<file path="config.mk">
export PLATFORM = sky130hd
export DESIGN_NAME = e203_subsys_rstgen_req
export DESIGN_NICKNAME = d
export VERILOG_FILES = /design/src/rtl/e203_subsys_rstgen_req.sv
export SDC_FILE = /design/constraint.sdc
export NUM_CORES = 1
export LEC_CHECK = 0
export ABC_CLOCK_PERIOD_IN_PS = 1650
export BUFFER_PORTS_ARGS = -buffer_cell sky130_fd_sc_hd__buf_2
export CAP_MARGIN = 5
export CORE_MARGIN = 1
export CORE_UTILIZATION = 49
export CTS_CLUSTER_DIAMETER = 60
export DETAILED_ROUTE_END_ITERATION = 6
export GPL_TIMING_DRIVEN = 0
export PLACE_DENSITY = 0.79
export SETUP_SLACK_MARGIN = 0.05
export SYNTH_ARGS = -nofsm -noshare
export SYNTH_HDL_FRONTEND = slang
export SYNTH_SLANG_ARGS = --single-unit
export TNS_END_PERCENT = 100
</file>
<file path="constraint.sdc">
create_clock -name clk -period 1.65 [get_ports clk]
set_input_delay 0.0825 -clock clk [delete_from_list [all_inputs] [get_ports clk]]
set_output_delay 0.0825 -clock clk [all_outputs]
set_load 0.03 [all_outputs]
</file>
<file path="src/rtl/e203_subsys_rstgen_req.sv">
// Reset-request generator: merges sw/wdg/dbg requests into a stretched, ack-confirmed active-low reset.
// Optional sticky cause register enabled by defining E203_RSTGEN_CAUSE_EN.
`timescale 1ns/1ps
module e203_subsys_rstgen_req #(
    parameter int unsigned HOLD_CYCLES     = 16,
    parameter int unsigned ACK_SYNC_LEVELS = 2,
    parameter int unsigned TIMEOUT_CYCLES  = 64
) (
    input  logic       clk,
    input  logic       rst_n_a,
    input  logic       test_mode,
    input  logic       sw_rst_req,
    input  logic       wdg_rst_req,
    input  logic       dbg_rst_req,
    input  logic       rst_ack_n,
    output logic       rst_n_out,
    output logic       busy,
    output logic       ack_timeout,
    output logic [3:0] cause,
    input  logic       cause_clr
);

    localparam int unsigned HOLD_W = (HOLD_CYCLES > 1) ? $clog2(HOLD_CYCLES) : 1;
    localparam int unsigned TMO_W  = (TIMEOUT_CYCLES > 1) ? $clog2(TIMEOUT_CYCLES) : 1;
    localparam logic [HOLD_W-1:0] HOLD_MAX = HOLD_W'(HOLD_CYCLES - 1);
    localparam logic [TMO_W-1:0]  TMO_LAST = TMO_W'(TIMEOUT_CYCLES - 1);

    typedef enum logic [1:0] {
        ST_IDLE    = 2'd0,
        ST_ASSERT  = 2'd1,
        ST_RELEASE = 2'd2
    } state_t;

    state_t                state_q, state_d;
    logic [HOLD_W-1:0]     hold_q, hold_d;
    logic [TMO_W-1:0]      tmo_q, tmo_d;
    logic                  rst_n_q, rst_n_d;
    logic                  busy_q, busy_d;
    logic                  ack_timeout_q;
    logic                  tmo_fire;
    logic                  req_any;
    logic                  ack_s;
    logic [ACK_SYNC_LEVELS-1:0] ack_sync_q;

    assign req_any = sw_rst_req | wdg_rst_req | dbg_rst_req;

    // Acknowledge synchronizer; resets to "destination in reset".
    always_ff @(posedge clk or negedge rst_n_a) begin
        if (!rst_n_a) begin
            ack_sync_q <= '0;
        end else begin
            ack_sync_q <= {ack_sync_q[ACK_SYNC_LEVELS-2:0], rst_ack_n};
        end
    end

    assign ack_s = ack_sync_q[ACK_SYNC_LEVELS-1];

    // Next-state, counters and registered-output values.
    always_comb begin
        state_d  = state_q;
        hold_d   = HOLD_MAX;
        tmo_d    = '0;
        tmo_fire = 1'b0;
        rst_n_d  = (state_q != ST_ASSERT);
        case (state_q)
            ST_ASSERT: begin
                if (req_any) begin
                    hold_d = HOLD_MAX;
                end else if (hold_q != '0) begin
                    hold_d = hold_q - HOLD_W'(1);
                end else begin
                    hold_d = '0;
                end
                if ((hold_q == '0) && ack_s && (tmo_q != TMO_LAST)) begin
                    tmo_d = tmo_q + TMO_W'(1);
                end else begin
                    tmo_d = tmo_q;
                end
                if ((hold_q == '0) && !req_any) begin
                    if (!ack_s) begin
                        state_d = ST_RELEASE;
                    end else if (tmo_q == TMO_LAST) begin
                        state_d  = ST_RELEASE;
                        tmo_fire = 1'b1;
                    end
                end
                // RELEASE starts its own wait from zero.
                if (state_d != ST_ASSERT) begin
                    tmo_d = '0;
                end
            end
            ST_RELEASE: begin
                if (req_any) begin
                    state_d = ST_ASSERT;
                end else if (ack_s) begin
                    state_d = ST_IDLE;
                end else if (tmo_q == TMO_LAST) begin
                    state_d  = ST_IDLE;
                    tmo_fire = 1'b1;
                end else begin
                    tmo_d = tmo_q + TMO_W'(1);
                end
            end
            default: begin
                if (req_any) begin
                    state_d = ST_ASSERT;
                end
            end
        endcase
        busy_d = (state_d != ST_IDLE);
    end

    always_ff @(posedge clk or negedge rst_n_a) begin
        if (!rst_n_a) begin
            state_q       <= ST_ASSERT;
            hold_q        <= HOLD_MAX;
            tmo_q         <= '0;
            rst_n_q       <= 1'b0;
            busy_q        <= 1'b1;
            ack_timeout_q <= 1'b0;
        end else begin
            state_q       <= state_d;
            hold_q        <= hold_d;
            tmo_q         <= tmo_d;
            rst_n_q       <= rst_n_d;
            busy_q        <= busy_d;
            ack_timeout_q <= tmo_fire;
        end
    end

`ifdef E203_RSTGEN_CAUSE_EN
    logic [3:0] cause_q;
    logic [3:0] cause_set;

    assign cause_set = {tmo_fire, dbg_rst_req, wdg_rst_req, sw_rst_req};

    // A set in the same cycle as a clear wins.
    always_ff @(posedge clk or negedge rst_n_a) begin
        if (!rst_n_a) begin
            cause_q <= 4'b0000;
        end else begin
            cause_q <= (cause_clr ? 4'b0000 : cause_q) | cause_set;
        end
    end

    assign cause = cause_q;
`else
    logic unused_cause_clr;
    assign unused_cause_clr = cause_clr;
    assign cause            = 4'b0000;
`endif

    // DFT bypass hands scan control of downstream resets to the pin.
    assign rst_n_out   = test_mode ? rst_n_a : rst_n_q;
    assign busy        = busy_q;
    assign ack_timeout = ack_timeout_q;

endmodule

</file>
==> summary.md <==
| Metric | Value |
|---|---|
| FF/Latch Area | `433 um2` |
| Final Critical Period | `1.72 ns` |
| Number of global-route vias before repair | `between 700 and 800` |
| Area grow syn2layout | `29.3%` |
| Avg WL per Cell | `roughly 15 um` |
| HPWL after DPL | `about 1400 um` |
| Die span in x | `about 47 um` |
| Clk pwr share | `0.316` |
| Yosys reg bits | `17` |
| Htree depth | `1` |
| Synthesized area | `978 um2` |
| Net Sw Power | `approximately 0.17 mW` |
| Die area | `approximately 2200 um2` |
| Port-buffer cells | `9` |
| Final estimated routing congestion in global placement | `approximately 0.87` |
| Synth Instances | `102` |
| Setup crit end kind | `register` |
| Clock Sinks | `17` |
| Hold Path Class | `in2reg` |
| Num ports | `15` |
| Worst-Skew Late Latency | `about 0.3 ns` |
| Vias per inst | `5.87` |
| CP required | `around 1.8 ns` |
| Asr flop ratio synth | `1.00` |
| Power density over cell area | `562 nW/um2` |
| Share of cells above drive strength 1 | `0.413` |
| Post-synth top flop | `dfrtp_1` |
| Post-route ant nets | `0` |
| Filler cells | `151` |
| Vias | `approximately 890` |
| Hold depth | `3` |
| Largest net degree at the start of global routing | `19` |
| CTS Buffer Depth | `2` |
| Final wirelength | `between 2000 and 2500 um` |
| First-pass GRT wire length | `3440 um` |
| Die Y | `between 40 and 50 um` |
| Hold_sp | `dbg_rst_req` |
| Peak Freq | `roughly 580 MHz` |
| RR Startpoint | `state_q[0]` |
| Reg2reg end | `tmo_q[3]` |
| Unique cell type count in the Yosys netlist | `40` |
| Clock-pin slew on the worst setup and hold paths | `~0.090 ns` |
| Failing checks | `negative setup slack` |
| RSZ-0062 raised after global routing | `yes` |
| Root buffer cell | `clkbuf_4` |
| Area occupied by multi-input gates | `around 610 um2` |
| Residual DRC | `0` |
| Fin. max-slew vios | `0` |
| WHS Endpoint | `ack_timeout` |
| N_diodes | `0` |
| Gr ovfl total | `0` |
| Peak supply drop | `approximately 0.43 mV` |
| Syn_area_per_cell | `roughly 9.6 um2` |
| Initial DRC Count | `26` |
| Setup-failing EPs final | `4` |
| Final worst path period share | `1.04` |
| Seq pwr share | `0.602` |
| Initial core utilization | `0.543` |
| Combinational share of power | `0.082` |
| Overall Global Routing Usage | `0.228` |
| Num rows | `15` |
| Fin Clk Skew | `between 0.005 and 0.006 ns` |
| Internal | `0.538 mW` |
| Nets@finish | `138` |
| CP Class | `reg2reg` |
| Fin area | `about 1300 um2` |
| Switching portion of total power | `0.243` |
| Max-cap violations | `0` |
| Final worst slack | `-0.0727 ns` |
| CTS Buf Count | `3` |
| Post-DP Area | `~1100 um2` |
| Sequential cell area fraction in the yosys report | `0.442` |
| Ys Warns | `0` |
| TritonRoute pass-1 iters | `4` |
| Post-synth EDFFs | `0` |
| Crit path launch type | `register` |
| CP max FO | `7` |
| WHS | `0.126 ns` |
| Leakage | `between 0.5 and 0.6 nW` |
| TritonCTS clock tree | `done` |
| Reg2Reg Depth | `7` |
| Area of the core | `between 1500 and 2000 um2` |
| Status | `finished with violations` |
| R2R setup slack | `-0.07 ns` |
| WP data arrival | `about 1.9 ns` |
| Final-report hold violation count | `0` |
| Initial antenna violation count | `0` |
[critical path, stage by stage, from the launching register on]
cell and delay [ns]:
dfstp_2 0.61, inv_2 0.06, ha_4 0.15, nor2b_4 0.13, a21oi_2 0.19, o31ai_4 0.10
a21o_1 0.17, a32o_1 0.19
[cell type report]
type | count | share of cell area
Clock buffer | 4 | 0.0208
Sequential cell | 17 | 0.342
Inverter | 4 | 0.0119
Timing Repair Buffer | 18 | 0.0930
Multi-Input combinational cell | 78 | 0.480
Tap cell | 25 | 0.0247
Buffer | 5 | 0.0277
[cells in the mapped netlist, types with 2 or more instances]
library cell / instances / area [um2]
a21oi_1: 4 / 20.0
a31oi_1: 2 / 12.5
buf_4: 4 / 30.0
dfrtp_1: 11 / 275
dfstp_2: 6 / 158
ha_1: 3 / 37.5
inv_1: 4 / 15.0
nand2_1: 13 / 48.8
nand3_1: 11 / 55.1
nor2_1: 8 / 30.0
o211ai_1: 2 / 15.0
o21ai_0: 5 / 25.0
or2_2: 2 / 12.5
[worst max path at each step]
stage               cells past startpoint       end       start  slack, ns
detailed placement                      7  tmo_q[2]  state_q[0]      -0.22
floorplan                               6  tmo_q[3]  state_q[0]      -0.03
CTS                                     7  tmo_q[3]  state_q[0]      -0.06
global route                            6  tmo_q[3]  state_q[0]      -0.14
global placement                        7  tmo_q[2]  state_q[0]      -0.13
finish                                  7  tmo_q[3]  state_q[0]      -0.07
[cell families after synthesis]
| logic type | Yosys count | share of synthesized area |
|---|---|---|
| other | 1 | 0.00383 |
| muxes | 1 | 0.0115 |
| and+or+nand+nor | 44 | 0.238 |
| adders and majority gates | 3 | 0.0384 |
| AOI/OAI and AO/OA | 26 | 0.210 |
| DFF | 17 | 0.442 |
| buffers and inverters | 10 | 0.0563 |
[per-layer routing]
metal  global-route usage  vias to the layer above  part of all wire
li1                     -                      410                 -
met1                0.281                      428              0.40
met2                0.367                       39              0.52
met3               0.0745                       10             0.058
met4               0.0857                        0             0.017
met5                    0                        -                 0
[metrics by stage]
stage / worst slack, ns / power [mW] / cells / TNS, ns / util
final: -0.0727 / 0.711 / 151 / -0.177 / 0.702
after global routing: -0.137 / 0.737 / 151 / -0.743 / 0.702
after CTS: -0.0555 / 0.717 / 150 / -0.128 / 0.684
after detailed placement: -0.216 / 0.487 / 139 / -0.790 / 0.612
after global placement: -0.127 / 0.485 / 139 / -0.522 / 0.612
after floorplan: -0.0348 / 0.467 / 105 / -0.0521 / -
[power groups by stage]
stage | Clock, mW | Sequential, mW | Combinational (mW)
floorplan | 0 | 0.433 | 0.0336
global placement | 0 | 0.434 | 0.0515
detailed placement | 0 | 0.434 | 0.0524
CTS | 0.233 | 0.428 | 0.0569
global route | 0.245 | 0.428 | 0.0639
finish | 0.224 | 0.428 | 0.0585
[registers in the layout, indices dropped and copies added (netlist names)]
signal and cells:
ack_sync_q 2, tmo_q 6, busy 1, rst_n_q 1, hold_q 4, state_q 2, ack_timeout 1
[cell usage in the layout, fill, tap and decap left out, types with 3 or more instances in the layout]
cell / netlist / final
buf_2: 1 / 10
a21oi_1: 4 / 3
nand3_1: 11 / 11
conb_1: 1 / 4
clkbuf_4: 0 / 3
dfstp_2: 6 / 6
nor2_1: 8 / 8
dfrtp_1: 11 / 11
buf_4: 4 / 11
o21ai_0: 5 / 3
nand2_1: 13 / 11
inv_1: 4 / 3
[timing repair]
action | in CTS | in global routing
gates resized for setup | 11 | 5
buffers inserted | 6 | 1
endpoints found under the setup margin | 8 | 10
hold endpoints to repair | 16 | 0
hold buffers | 2 | 0
pin swaps | 9 | 4
(Power assumes the default switching activity.)
